[config.mk]
export PLATFORM = sky130hd
export DESIGN_NAME = syn_fifo_param
export DESIGN_NICKNAME = d
export VERILOG_FILES = /design/src/rtl/syn_fifo_pkg.sv /design/src/rtl/syn_fifo_ram.sv /design/src/rtl/syn_fifo_param.sv
export SDC_FILE = /design/constraint.sdc
export NUM_CORES = 1
export LEC_CHECK = 0
export ABC_AREA = 1
export CAP_MARGIN = 20
export CORE_MARGIN = 4
export CORE_UTILIZATION = 35
export CTS_CLUSTER_SIZE = 25
export DETAILED_ROUTE_END_ITERATION = 16
export GPL_TIMING_DRIVEN = 0
export PLACE_DENSITY_LB_ADDON = 0.1
export SLEW_MARGIN = 20
export SYNTH_ARGS = -nofsm -noshare
export SYNTH_HDL_FRONTEND = slang
export SYNTH_SLANG_ARGS = --single-unit
[constraint.sdc]
create_clock -name clk -period 4.2 [get_ports clk]
set_input_delay 0.63 -clock clk [delete_from_list [all_inputs] [get_ports clk]]
set_output_delay 0.63 -clock clk [all_outputs]
set_load 0.005 [all_outputs]
[src/rtl/syn_fifo_pkg.sv]
// rtl/syn_fifo_pkg.sv - shared width derivation and parameter legality helpers for syn_fifo_param
package syn_fifo_pkg;

    function automatic int addr_w(input int depth);
        return $clog2(depth);
    endfunction

    // One extra bit so the count can represent a completely full FIFO.
    function automatic int cnt_w(input int depth);
        return $clog2(depth) + 1;
    endfunction

    function automatic bit is_pow2(input int v);
        return (v >= 2) && ((v & (v - 1)) == 0);
    endfunction

    function automatic bit thresh_ok(input int depth, input int af, input int ae);
        return (af >= 1) && (af <= depth) && (ae >= 0) && (ae <= depth - 1);
    endfunction

endpackage

[src/rtl/syn_fifo_ram.sv]
// rtl/syn_fifo_ram.sv - simple dual-port RAM, synchronous write, registered read
module syn_fifo_ram #(
    parameter  int DATA_W = 8,
    parameter  int DEPTH  = 16,
    localparam int ADDR_W = $clog2(DEPTH)
) (
    input  logic              clk,
    input  logic              reset,
    input  logic              wr_en_i,
    input  logic [ADDR_W-1:0] wr_addr_i,
    input  logic [DATA_W-1:0] wr_data_i,
    input  logic              rd_en_i,
    input  logic [ADDR_W-1:0] rd_addr_i,
    output logic [DATA_W-1:0] rd_data_o
);

    logic [DATA_W-1:0] mem [DEPTH];
    logic [DATA_W-1:0] rd_data_q;

    // Storage is deliberately left uninitialised on reset; only the read register clears.
    always_ff @(posedge clk) begin
        if (wr_en_i) begin
            mem[wr_addr_i] <= wr_data_i;
        end
    end

    // Read-before-write: a same-address write lands after the old word is captured.
    always_ff @(posedge clk) begin
        if (reset) begin
            rd_data_q <= '0;
        end else if (rd_en_i) begin
            rd_data_q <= mem[rd_addr_i];
        end
    end

    assign rd_data_o = rd_data_q;

endmodule

[src/rtl/syn_fifo_param.sv]
// rtl/syn_fifo_param.sv - parametrised synchronous FIFO with occupancy, thresholds and sticky errors
module syn_fifo_param
    import syn_fifo_pkg::*;
#(
    parameter  int DATA_W    = 8,
    parameter  int DEPTH     = 16,
    parameter  int AF_THRESH = DEPTH - 2,
    parameter  int AE_THRESH = 2,
    localparam int ADDR_W    = addr_w(DEPTH),
    localparam int CNT_W     = cnt_w(DEPTH)
) (
    input  logic              clk,
    input  logic              reset,
    input  logic              write_en,
    input  logic              read_en,
    input  logic [DATA_W-1:0] data_in,
    input  logic              err_clr,
    output logic [DATA_W-1:0] out,
    output logic              full,
    output logic              empty,
    output logic              almost_full,
    output logic              almost_empty,
    output logic [CNT_W-1:0]  count,
    output logic              overflow,
    output logic              underflow
);

    if (!is_pow2(DEPTH)) begin : g_bad_depth
        $fatal(1, "syn_fifo_param: DEPTH must be a power of two >= 2");
    end
    if (!thresh_ok(DEPTH, AF_THRESH, AE_THRESH)) begin : g_bad_thresh
        $fatal(1, "syn_fifo_param: AF_THRESH/AE_THRESH out of range");
    end
    if (DATA_W < 1) begin : g_bad_width
        $fatal(1, "syn_fifo_param: DATA_W must be >= 1");
    end

    logic [ADDR_W:0]  wr_ptr_q, wr_ptr_d;
    logic [ADDR_W:0]  rd_ptr_q, rd_ptr_d;
    logic [CNT_W-1:0] count_q, count_d;
    logic             overflow_q, overflow_d;
    logic             underflow_q, underflow_d;
    logic             wr_ok, rd_ok;

    assign full         = (count_q == CNT_W'(DEPTH));
    assign empty        = (count_q == '0);
    assign almost_full  = (count_q >= CNT_W'(AF_THRESH));
    assign almost_empty = (count_q <= CNT_W'(AE_THRESH));

    // A write into a full FIFO is still legal when a read frees the oldest slot this cycle.
    assign wr_ok = write_en & (~full | read_en);
    assign rd_ok = read_en & ~empty;

    always_comb begin
        wr_ptr_d    = wr_ptr_q;
        rd_ptr_d    = rd_ptr_q;
        count_d     = count_q + CNT_W'(wr_ok) - CNT_W'(rd_ok);
        overflow_d  = overflow_q;
        underflow_d = underflow_q;
        if (wr_ok) begin
            wr_ptr_d = wr_ptr_q + 1'b1;
        end
        if (rd_ok) begin
            rd_ptr_d = rd_ptr_q + 1'b1;
        end
        if (err_clr) begin
            overflow_d  = 1'b0;
            underflow_d = 1'b0;
        end
        // Set after clear so a same-cycle error survives err_clr.
        if (write_en & ~wr_ok) begin
            overflow_d = 1'b1;
        end
        if (read_en & ~rd_ok) begin
            underflow_d = 1'b1;
        end
    end

    always_ff @(posedge clk) begin
        if (reset) begin
            wr_ptr_q    <= '0;
            rd_ptr_q    <= '0;
            count_q     <= '0;
            overflow_q  <= 1'b0;
            underflow_q <= 1'b0;
        end else begin
            wr_ptr_q    <= wr_ptr_d;
            rd_ptr_q    <= rd_ptr_d;
            count_q     <= count_d;
            overflow_q  <= overflow_d;
            underflow_q <= underflow_d;
        end
    end

    syn_fifo_ram #(
        .DATA_W (DATA_W),
        .DEPTH  (DEPTH)
    ) u_ram (
        .clk       (clk),
        .reset     (reset),
        .wr_en_i   (wr_ok & ~reset),
        .wr_addr_i (wr_ptr_q[ADDR_W-1:0]),
        .wr_data_i (data_in),
        .rd_en_i   (rd_ok & ~reset),
        .rd_addr_i (rd_ptr_q[ADDR_W-1:0]),
        .rd_data_o (out)
    );

    assign count     = count_q;
    assign overflow  = overflow_q;
    assign underflow = underflow_q;

endmodule

==> results of run 1 <==
==> worst max path at each step <==
stage                                end  depth (start not counted)                start
6_report             count[4]$_SDFF_PP0_                         14  count[2]$_SDFF_PP0_
5_1_grt              count[4]$_SDFF_PP0_                         14  count[2]$_SDFF_PP0_
4_1_cts              count[4]$_SDFF_PP0_                         14  count[2]$_SDFF_PP0_
3_5_place_dp         count[4]$_SDFF_PP0_                         12              read_en
3_3_place_gp   u_ram.mem[5][3]$_DFFE_PP_                          7              read_en
2_1_floorplan        count[4]$_SDFF_PP0_                         14  count[2]$_SDFF_PP0_
==> flip-flops by register name (all words and copies together) (netlist names) <==
signal and flops:
u_ram.mem 128, u_ram.rd_data_o 8, count 5, rd_ptr_q 4
wr_ptr_q 4, overflow 1, underflow 1
==> cell families after synthesis <==
family                     Yosys count  share of synthesized area, %
DFF                                151                          64.1
and+or+nand+nor                    359                          22.4
AOI/OAI and AO/OA                   25                          2.03
buffers and inverters              130                          8.08
xor gates and xnor gates             1                         0.130
adders and majority gates           17                          3.28
==> worst register-to-register path, delay by kind of cell, from the launching register on <==
family	cells	cell delay [ps]
buf+inv	2	150
simple gates	4	380
compound gates	4	430
flops	1	410
fa+ha+maj	4	1170
==> Yosys cell counts, types with 7 or more instances <==
master	n	area (um^2)
ha_1	16	200
edfxtp_1	128	3840
o21ai_1	7	35.0
nand2_1	234	878
a21oi_1	13	65.1
buf_2	17	85.1
dfxtp_1	23	460
nor3_1	9	45.0
inv_1	93	349
inv_2	10	37.5
nand3_1	92	460
nor2_1	18	67.6
buf_4	7	52.6
==> power groups by stage <==
stage	clock (mW)	sequential (mW)	combinational (mW)
5_1_grt	1.51	1.78	1.32
3_5_place_dp	0	1.80	1.17
6_report	1.42	1.76	1.16
4_1_cts	1.44	1.77	1.18
3_3_place_gp	0	1.79	1.16
2_1_floorplan	0	1.79	0.705
==> routing by layer <==
layer	GRT usage (%)	part of all wire [%]	vias to the layer above
met1	22.0	46	2288
li1	-	-	2320
met4	3.90	1.0	0
met5	0	0	-
met3	3.72	4.1	14
met2	27.7	49	78
==> per-stage QoR <==
step                      cell area, um^2  power, mW  hold slack [ps]  worst slack [ps]
after detailed placement             7360       2.97              465              1210
after CTS                            7900       4.39              475              1530
after global routing                 7900       4.61              482              1300
after global placement               7310       2.95              451               785
after floorplan                      6720       2.50              460              1790
final                                7900       4.34              471              1550
==> layout make-up <==
| cell class | instances | area [um^2] | share of cell area [%] |
|---|---|---|---|
| plain buffers | 27 | 156 | 1.98 |
| clock buffers | 18 | 429 | 5.43 |
| clock inverters | 14 | 115 | 1.46 |
| inverters | 103 | 387 | 4.89 |
| multi-input cells | 402 | 1910 | 24.2 |
| flip-flops and latches | 151 | 4300 | 54.5 |
| well taps | 234 | 293 | 3.71 |
| repair buffers | 31 | 308 | 3.90 |
==> layout by cell type (no fill, tap or decap), drive strengths merged <==
cell / n
a21oi: 13
a32oi: 1
buf: 28
bufinv: 2
clkbuf: 18
clkdlybuf4s50: 30
clkinv: 12
dfxtp: 23
edfxtp: 128
fa: 1
ha: 16
inv: 103
nand2: 236
nand3: 92
nand4: 1
nor2: 20
nor3: 10
o211ai: 1
o21a: 1
o21ai: 8
o21bai: 1
xor2: 1
==> flow_metrics.tcl, run 1 <==
set metrics [dict create \
    share_clk_of_total_power_pct 32.7 \
    postCtsSetupBuffers 0 \
    routed_wirelength_um 17000 \
    grt_pass1_wl_um 26200 \
    start_kind "register" \
    highest_achievable_clock_rate_ghz 0.377 \
    drtAntennaViolNets 0 \
    initial_utilization_pct 35.8 \
    clk-insertion-delay-late_ps 420 \
    grt.total_usage_pct 16.5 \
    route.detailed.vias_per_inst 4.80 \
    drc 0 \
    critical-path-top-cell-by-count "ha_1" \
    p_leak_nw 3.32 \
    power.share.switching_pct 30.8 \
    yosys_register_bits 151 \
    mappedNetlistNets 713 \
    fp.dieH_um 147 \
    num_antenna_cells 0 \
    routability_congestion_estimate 0.897 \
    wl_per_cell_um 17.3 \
    worst_r2r_endpoint "count[4]$_SDFF_PP0_" \
    power_per_cell_area_mw_per_mm2 550 \
    transition_time_at_the_pin_with_the_least_slew_margin_ps 912 \
    top_level_ports 32 \
    final_layout_size_suffix_gt1_share_pct 9.92 \
    syn2layout_area_growth_pct 17.6 \
    clock_sinks 151 \
    nets 763 \
    detail_route.first_pass.iterations 4 \
    num-fill-cells 1849 \
    syn_area_mm2 0.00672 \
    average_cell_area_after_synthesis_um2 9.83 \
    number_of_standard_cell_rows_in_the_floorplan 50 \
    cts.path.max_buffers 2 \
    synth.yosys.seq_area_share_pct 64.1 \
    routed-via-count 4700 \
    cp_data_required_time_ps 4510 \
    number_of_enable_type_register_cells_in_the_synthesized_netlist 128 \
    detailed_place_hpwl_um 12000 \
    critical_path.cell_chain "inv_1 > ha_1 > nand2_1 > nor3_2 > nand2_1 > nand2_2 > ha_1 > inv_1 > ha_1 > fa_1 > a21oi_1 > o21bai_1 > o21ai_1 > a21oi_1" \
    design.die.area_mm2 0.0215 \
    yosys.cell_types.count 27 \
    clock-root-buffer "clkbuf_16" \
    cts-htree-levels 4 \
    final.min_clock_period_ps 2650 \
    floorplan.die.width_um 147 \
    detailedRoute.firstIterationViolations 251 \
    critPathKind "register to register" \
    maxCapViolations 0 \
    layout.core_utilization_pct 42.1 \
    critical-path-max-stage-delay_ps 420 \
    grt_start_max_net_pins 17 \
    r2r_setup_slack_ps 1550 \
    hold_path_startpoint "underflow$_SDFFE_PP0P_" \
    setup_total_negative_slack_ps 0 \
    finalSetupViolCount 0 \
    holdCritPathClass "register to register" \
    min_to "underflow$_SDFFE_PP0P_" \
    number_of_global_route_vias_before_repair 4642 \
    clkSlewWorstSetupHoldPaths_ps 60 \
    outcome "complete, no violations" \
    yosys_most_used_dff "edfxtp_1" \
    comb_power_share_pct 26.7 \
    critical_path_endpoint_category "register" \
    port-buffer-count 30 \
    critical_path_arrival_ps 2960 \
    min_path_cells 2 \
    instances_no_fill 980 \
    family_with_the_most_delay_on_the_worst_path "adder cells" \
    finalHoldViolCount 0 \
    placed_cells_incl_taps 948 \
    antenna_found_initial 0 \
    cpMaxStageDelayCell "fa_1" \
    critPathMaxFanout 9 \
    post-route-period-util_pct 63.1 \
    tritoncts "yes" \
    reg2reg_from "count[2]$_SDFF_PP0_" \
    worst-r2r-cell-count 14 \
    netSwitchingPower_mw 1.34 \
    relSlewSlack_pct 39.0 \
    rsz0062_at_grt "false" \
    cp_num_buf_inv 2 \
    power.ir.vdd_worst_uv 294 \
    ys_warn_count 0 \
    postCtsResizedCells 0 \
    internal_power_mw 3.01 \
    grt_remaining_overflow 0 \
    async_flop_share_pct 0 \
    timing.final.max_slew_violations 0 \
    finalClockSkew_ps 5.80 \
    seq_power_share_pct 40.6 \
    synthesis.instances 683 \
    cts_made_buffers 17 \
    core_region_area_mm2 0.0188 \
    cts-hold-fix-buffers 0 \
]
No activity file was read; power rests on OpenSTA's default activity.
==> run 2: changes to the inputs <==
clock period = 2.22 ns   (was 4.2 ns; I/O delays follow)
==> run 2 against run 1 <==
Net effect: combinational power rose by 110%; total power rose by 98%; critical endpoint unchanged; die area unchanged; cell area increased by 2.8%; global-route usage increased by 0.14 points; worst hold slack lost 220 ps.
==> flow_metrics.tcl, run 2 (synthesized netlist as in run 1, its figures left out) <==
set metrics [dict create \
    outcome "complete, no violations" \
    tritoncts "yes" \
    clock_sinks 151 \
    cts-htree-levels 4 \
    floorplan.die.width_um 147 \
    routability_congestion_estimate 0.892 \
    clkSlewWorstSetupHoldPaths_ps 60 \
    hold_path_startpoint "reset" \
    holdCritPathClass "input port to register" \
    critical_path_endpoint_category "register" \
    post-route-worst-setup-slack_ps 25.1 \
    critPathMaxFanout 4 \
    grt_start_max_net_pins 17 \
    min_to "overflow$_SDFFE_PP0P_" \
    clk-insertion-delay-late_ps 420 \
    cts.path.max_buffers 2 \
    final_layout_size_suffix_gt1_share_pct 13.6 \
    worst-path-stages 13 \
    critical_path_arrival_ps 2500 \
    drc 0 \
    worst_r2r_endpoint "count[4]$_SDFF_PP0_" \
    syn2layout_area_growth_pct 20.9 \
    route.detailed.vias_per_inst 4.72 \
    port-buffer-count 30 \
    finalHoldViolCount 0 \
    critical-path-top-cell-by-count "ha_4" \
    r2r_setup_slack_ps 30 \
    layout_commonest_cell "nand2_1" \
    clock-root-buffer "clkbuf_16" \
    post-route-period-util_pct 98.9 \
    cp_num_buf_inv 3 \
    worst-r2r-cell-count 13 \
    transition_time_at_the_pin_with_the_least_slew_margin_ps 919 \
    detailedRoute.firstIterationViolations 292 \
    rsz0062_at_grt "true" \
    num_antenna_cells 0 \
    design.die.area_mm2 0.0215 \
    detailed_place_hpwl_um 11900 \
    top_level_ports 32 \
    antenna_found_initial 0 \
    finalSetupViolCount 0 \
    maxCapViolations 0 \
    routed-via-count 4658 \
    final.min_clock_period_ps 2190 \
    finalClockSkew_ps 7.86 \
    fp.dieH_um 147 \
    layout.cell_area.non_filler_mm2 0.00812 \
    relSlewSlack_pct 38.5 \
    number_of_global_route_vias_before_repair 4560 \
    detail_route.first_pass.iterations 5 \
    grt.total_usage_pct 16.7 \
    largest-register "u_ram.mem" \
    nets 770 \
    grt_pass1_wl_um 26400 \
    detailed_place.area_mm2 0.00739 \
    routed_wirelength_um 17100 \
    power.ir.vdd_worst_uv 541 \
    p_leak_nw 3.43 \
    timing.final.max_slew_violations 0 \
    place_ws_ps -492 \
    power_per_cell_area_mw_per_mm2 1060 \
    start_kind "register" \
    cp_data_required_time_ps 2520 \
    wl_per_cell_um 17.3 \
    cts-hold-fix-buffers 0 \
    grt_remaining_overflow 0 \
    worst_setup_path_startpoint "count[2]$_SDFF_PP0_" \
    critical-path-max-stage-delay_ps 370 \
    max_ffs_per_register 128 \
    drtAntennaViolNets 0 \
    critPathKind "register to register" \
    reg2reg_from "count[2]$_SDFF_PP0_" \
    core_region_area_mm2 0.0188 \
    cts_made_buffers 17 \
    number_of_standard_cell_rows_in_the_floorplan 50 \
    critical_path.cell_chain "inv_4 > ha_4 > nand4_4 > nand2_4 > inv_2 > ha_4 > inv_1 > ha_2 > fa_2 > a21oi_2 > o21bai_1 > o21ai_1 > a21oi_1" \
    cpMaxStageDelayCell "fa_2" \
    family_with_the_most_delay_on_the_worst_path "adder cells" \
    min_path_cells 2 \
    layout_common_cells "nand2_1, edfxtp_1, nand3_1" \
    initial_utilization_pct 35.8 \
    highest_achievable_clock_rate_ghz 0.456 \
]
-- run 2: cell count changes in the layout (fill, tap and decap cells not counted), moves of 2 or more --
cell        before  now
nor2_1          18   10
nor3_2           9    1
nor3_4           0    8
buf_4            8   15
nor2_2           1    8
clkinv_1         7    4
dfxtp_1         23   20
ha_1            16   13
clkinvlp_4       0    2
dfxtp_2          0    2
ha_4             0    2
inv_1           93   91
nand2_1        234  232
nand2_4          0    2
-- run 2: cell type report --
type                    count  area (um^2)
flip-flops and latches    151         4310
fillers                  1821        10600
plain buffers              27          156
clock buffers              19          433
clock inverters            12          135
well taps                 234          293
repair buffers             38          363
multi-input cells         402         2040
inverters                 103          389
-- run 2: metrics by stage --
step / TNS (ps) / hold WS (ps) / instances / utilization, % / power [mW]
global placement: -50100 / 450 / 947 / 39.3 / 5.70
detailed placement: -37210 / 457 / 947 / 39.4 / 5.73
floorplan: 0 / 432 / 683 / - / 4.82
finish: 0 / 249 / 986 / 43.3 / 8.59
CTS: 0 / 237 / 986 / 42.9 / 8.65
global route: -233 / 266 / 986 / 43.3 / 9.11
-- run 2: routing by layer --
metal,up-vias,track usage [%],part of all wire [%]
met5,-,0,0
met2,102,27.7,49
met4,0,4.99,1.6
met1,2206,21.9,45
li1,2330,-,-
met3,20,3.72,4.3
-- run 2: timing repair --
| item | in CTS | in global routing |
|---|---|---|
| gates resized for setup | 9 | 15 |
| buffers inserted | 8 | 0 |
| setup endpoints to repair | 99 | 84 |
| pin swaps | 6 | 0 |
-- run 2: worst max-delay path by stage --
stage                     slack (ps)                        end
after global routing            -160        count[4]$_SDFF_PP0_
after CTS                          9        count[4]$_SDFF_PP0_
after detailed placement        -490  u_ram.mem[9][6]$_DFFE_PP_
after global placement          -680  u_ram.mem[7][3]$_DFFE_PP_
final                             30        count[4]$_SDFF_PP0_
after floorplan                   10        count[4]$_SDFF_PP0_
-- run 2: power breakdown --
part,total (mW),switching [mW],internal [mW]
sequential,3.35,0.113,3.24
combinational,2.41,1.45,0.967
clock,2.83,1.09,1.74
total,8.59,2.65,5.94
-- run 2: worst register-to-register path: cells and delay by family (launching register included) --
kind | cells | cell delay [ps]
adders and majority gates | 4 | 940
AOI/OAI and AO/OA | 4 | 400
DFF | 1 | 350
and+or+nand+nor | 2 | 230
buffers and inverters | 3 | 170
==> run 3: changes to the inputs <==
CELL_PAD_IN_SITES_DETAIL_PLACEMENT = 0   (was unset)
CELL_PAD_IN_SITES_GLOBAL_PLACEMENT = 1   (was unset)
CORE_UTILIZATION = 43   (was 35)
==> run 3 against run 2 <==
Net effect: the run now ends with setup timing left; utilization rose by 9.7 points; wire length is 0.38% lower; sequential share of layout area rose by 0.26 points; clock skew is essentially flat; cell area is 0.49% lower; highest routed layer unchanged.
==> flow_metrics.tcl, run 3 (synthesized netlist as in run 1, its figures left out) <==
set metrics [dict create \
    outcome "finished with violations" \
    violations "setup timing" \
    rsz0062_at_grt "true" \
    largest-register "u_ram.mem" \
    number_of_standard_cell_rows_in_the_floorplan 45 \
    finalClockSkew_ps 7.47 \
    route.detailed.vias_per_inst 4.87 \
    critical_path_endpoint_category "register" \
    placed_cells_incl_taps 925 \
    setup_total_negative_slack_ps -24.5 \
    nets 774 \
    detailed_place_hpwl_um 11800 \
    drc 0 \
    num_antenna_cells 0 \
    holdCritPathClass "input port to register" \
    drtAntennaViolNets 0 \
    grt_pass1_wl_um 26200 \
    fp.dieH_um 133 \
    comb_power_share_pct 29.6 \
    critical-path-max-stage-delay_ps 350 \
    detail_route.first_pass.iterations 5 \
    detailedRoute.firstIterationViolations 350 \
    number_of_global_route_vias_before_repair 4595 \
    clock_sinks 151 \
    critPathKind "register to register" \
    layout_common_cells "nand2_1, edfxtp_1, nand3_1" \
    antenna_found_initial 0 \
    port-buffer-count 30 \
    place_ws_ps -471 \
    highest_achievable_clock_rate_ghz 0.446 \
    grt_remaining_overflow 0 \
    core_region_area_mm2 0.0153 \
    cts_made_buffers 17 \
    critical-path-top-cell-by-count "ha_4" \
    power.share.switching_pct 31.7 \
    clkSlewWorstSetupHoldPaths_ps 60 \
    internal_power_mw 5.76 \
    critical_path.cell_chain "inv_4 > ha_4 > nand2_4 > nor3_4 > nand2_2 > nand2_4 > ha_4 > inv_2 > ha_4 > fa_2 > a21oi_2 > o21bai_1 > o21ai_1 > a21oi_1" \
    cts-htree-levels 4 \
    layout_commonest_cell "nand2_1" \
    critPathMaxFanout 4 \
    start_kind "register" \
    netSwitchingPower_mw 2.67 \
    tritoncts "yes" \
    post-route-period-util_pct 101 \
    cts-hold-fix-buffers 0 \
    num-fill-cells 1391 \
    routed-via-count 4704 \
    cp_data_required_time_ps 2530 \
    cts.path.max_buffers 2 \
    wl_per_cell_um 17.6 \
    design.die.area_mm2 0.0177 \
    top_level_ports 32 \
    clk-insertion-delay-late_ps 420 \
    holdWs_ps 256 \
    timing.final.max_slew_violations 0 \
    share_clk_of_total_power_pct 30.6 \
    final_layout_size_suffix_gt1_share_pct 14.3 \
    instances_no_fill 966 \
    post-route-worst-setup-slack_ps -24.5 \
    finalSetupViolCount 1 \
    final.min_clock_period_ps 2240 \
    power_per_cell_area_mw_per_mm2 1040 \
    critical_path_arrival_ps 2550 \
    syn2layout_area_growth_pct 20.3 \
    p_leak_nw 3.42 \
    relSlewSlack_pct 39.9 \
    finalHoldViolCount 0 \
    max_ffs_per_register 128 \
    grt.total_usage_pct 20.0 \
    grt_start_max_net_pins 17 \
    transition_time_at_the_pin_with_the_least_slew_margin_ps 899 \
    initial_utilization_pct 44.0 \
    power.ir.vdd_worst_uv 548 \
    clock-root-buffer "clkbuf_16" \
    cpMaxStageDelayCell "dfxtp_4" \
    r2r_setup_slack_ps -20 \
    routability_congestion_estimate 0.852 \
    maxCapViolations 0 \
    routed_wirelength_um 17000 \
    floorplan.die.width_um 133 \
    seq_power_share_pct 39.8 \
]
## run 3: layer usage
layer	wire [um]	track usage, %	part of all wire [%]
met2	8390	32.8	49
met5	0	0	0
met1	7680	27.1	45
met3	634	3.38	3.7
met4	310	6.29	1.8
## run 3: worst max-delay path, delay by kind of cell (launching register included)
family,cells,cell delay (ps)
buf+inv,2,90
simple gates,4,450
compound gates,4,430
fa+ha+maj,4,790
flops,1,350
## run 3: metrics by stage
stage | cell area, um^2 | power (mW) | utilization, %
floorplan | 6770 | 4.82 | -
finish | 8080 | 8.43 | 53.0
detailed placement | 7380 | 5.73 | 48.4
global route | 8080 | 8.92 | 53.0
CTS | 8020 | 8.45 | 52.6
global placement | 7340 | 5.69 | 48.1
## run 3: layout make-up
class | count | area [um^2] | area share (%)
clock buffer | 20 | 437 | 5.40
clock inverter | 10 | 83.8 | 1.04
sequential | 151 | 4310 | 53.3
multi-input combinational | 402 | 2040 | 25.3
buffer | 27 | 156 | 1.94
tap | 211 | 264 | 3.27
inverter | 103 | 389 | 4.81
timing repair buffer | 42 | 399 | 4.94
## run 3: power by group through the flow
| stage | Sequential [mW] | Clock (mW) | Combinational, mW |
|---|---|---|---|
| 2_1_floorplan | 3.40 | 0 | 1.41 |
| 3_3_place_gp | 3.41 | 0 | 2.27 |
| 3_5_place_dp | 3.42 | 0 | 2.31 |
| 4_1_cts | 3.35 | 2.61 | 2.49 |
| 5_1_grt | 3.37 | 2.75 | 2.80 |
| 6_report | 3.35 | 2.58 | 2.49 |
## run 3: path summary, 6_finish.rpt
check / startpoint / end / depth (start not counted)
hold / removal: reset / count[0]$_SDFF_PP0_ / 2
hold reg to reg: underflow$_SDFFE_PP0P_ / underflow$_SDFFE_PP0P_ / 2
setup / recovery: count[2]$_SDFF_PP0_ / count[4]$_SDFF_PP0_ / 14
setup reg to reg: count[2]$_SDFF_PP0_ / count[4]$_SDFF_PP0_ / 14
## run 3: timing repair
action / in CTS / in global routing
pin swaps: 11 / 0
gates resized for setup: 10 / 15
buffers inserted: 10 / 1
setup endpoints to repair: 92 / 75
endpoints found under the hold margin: 0 / 0
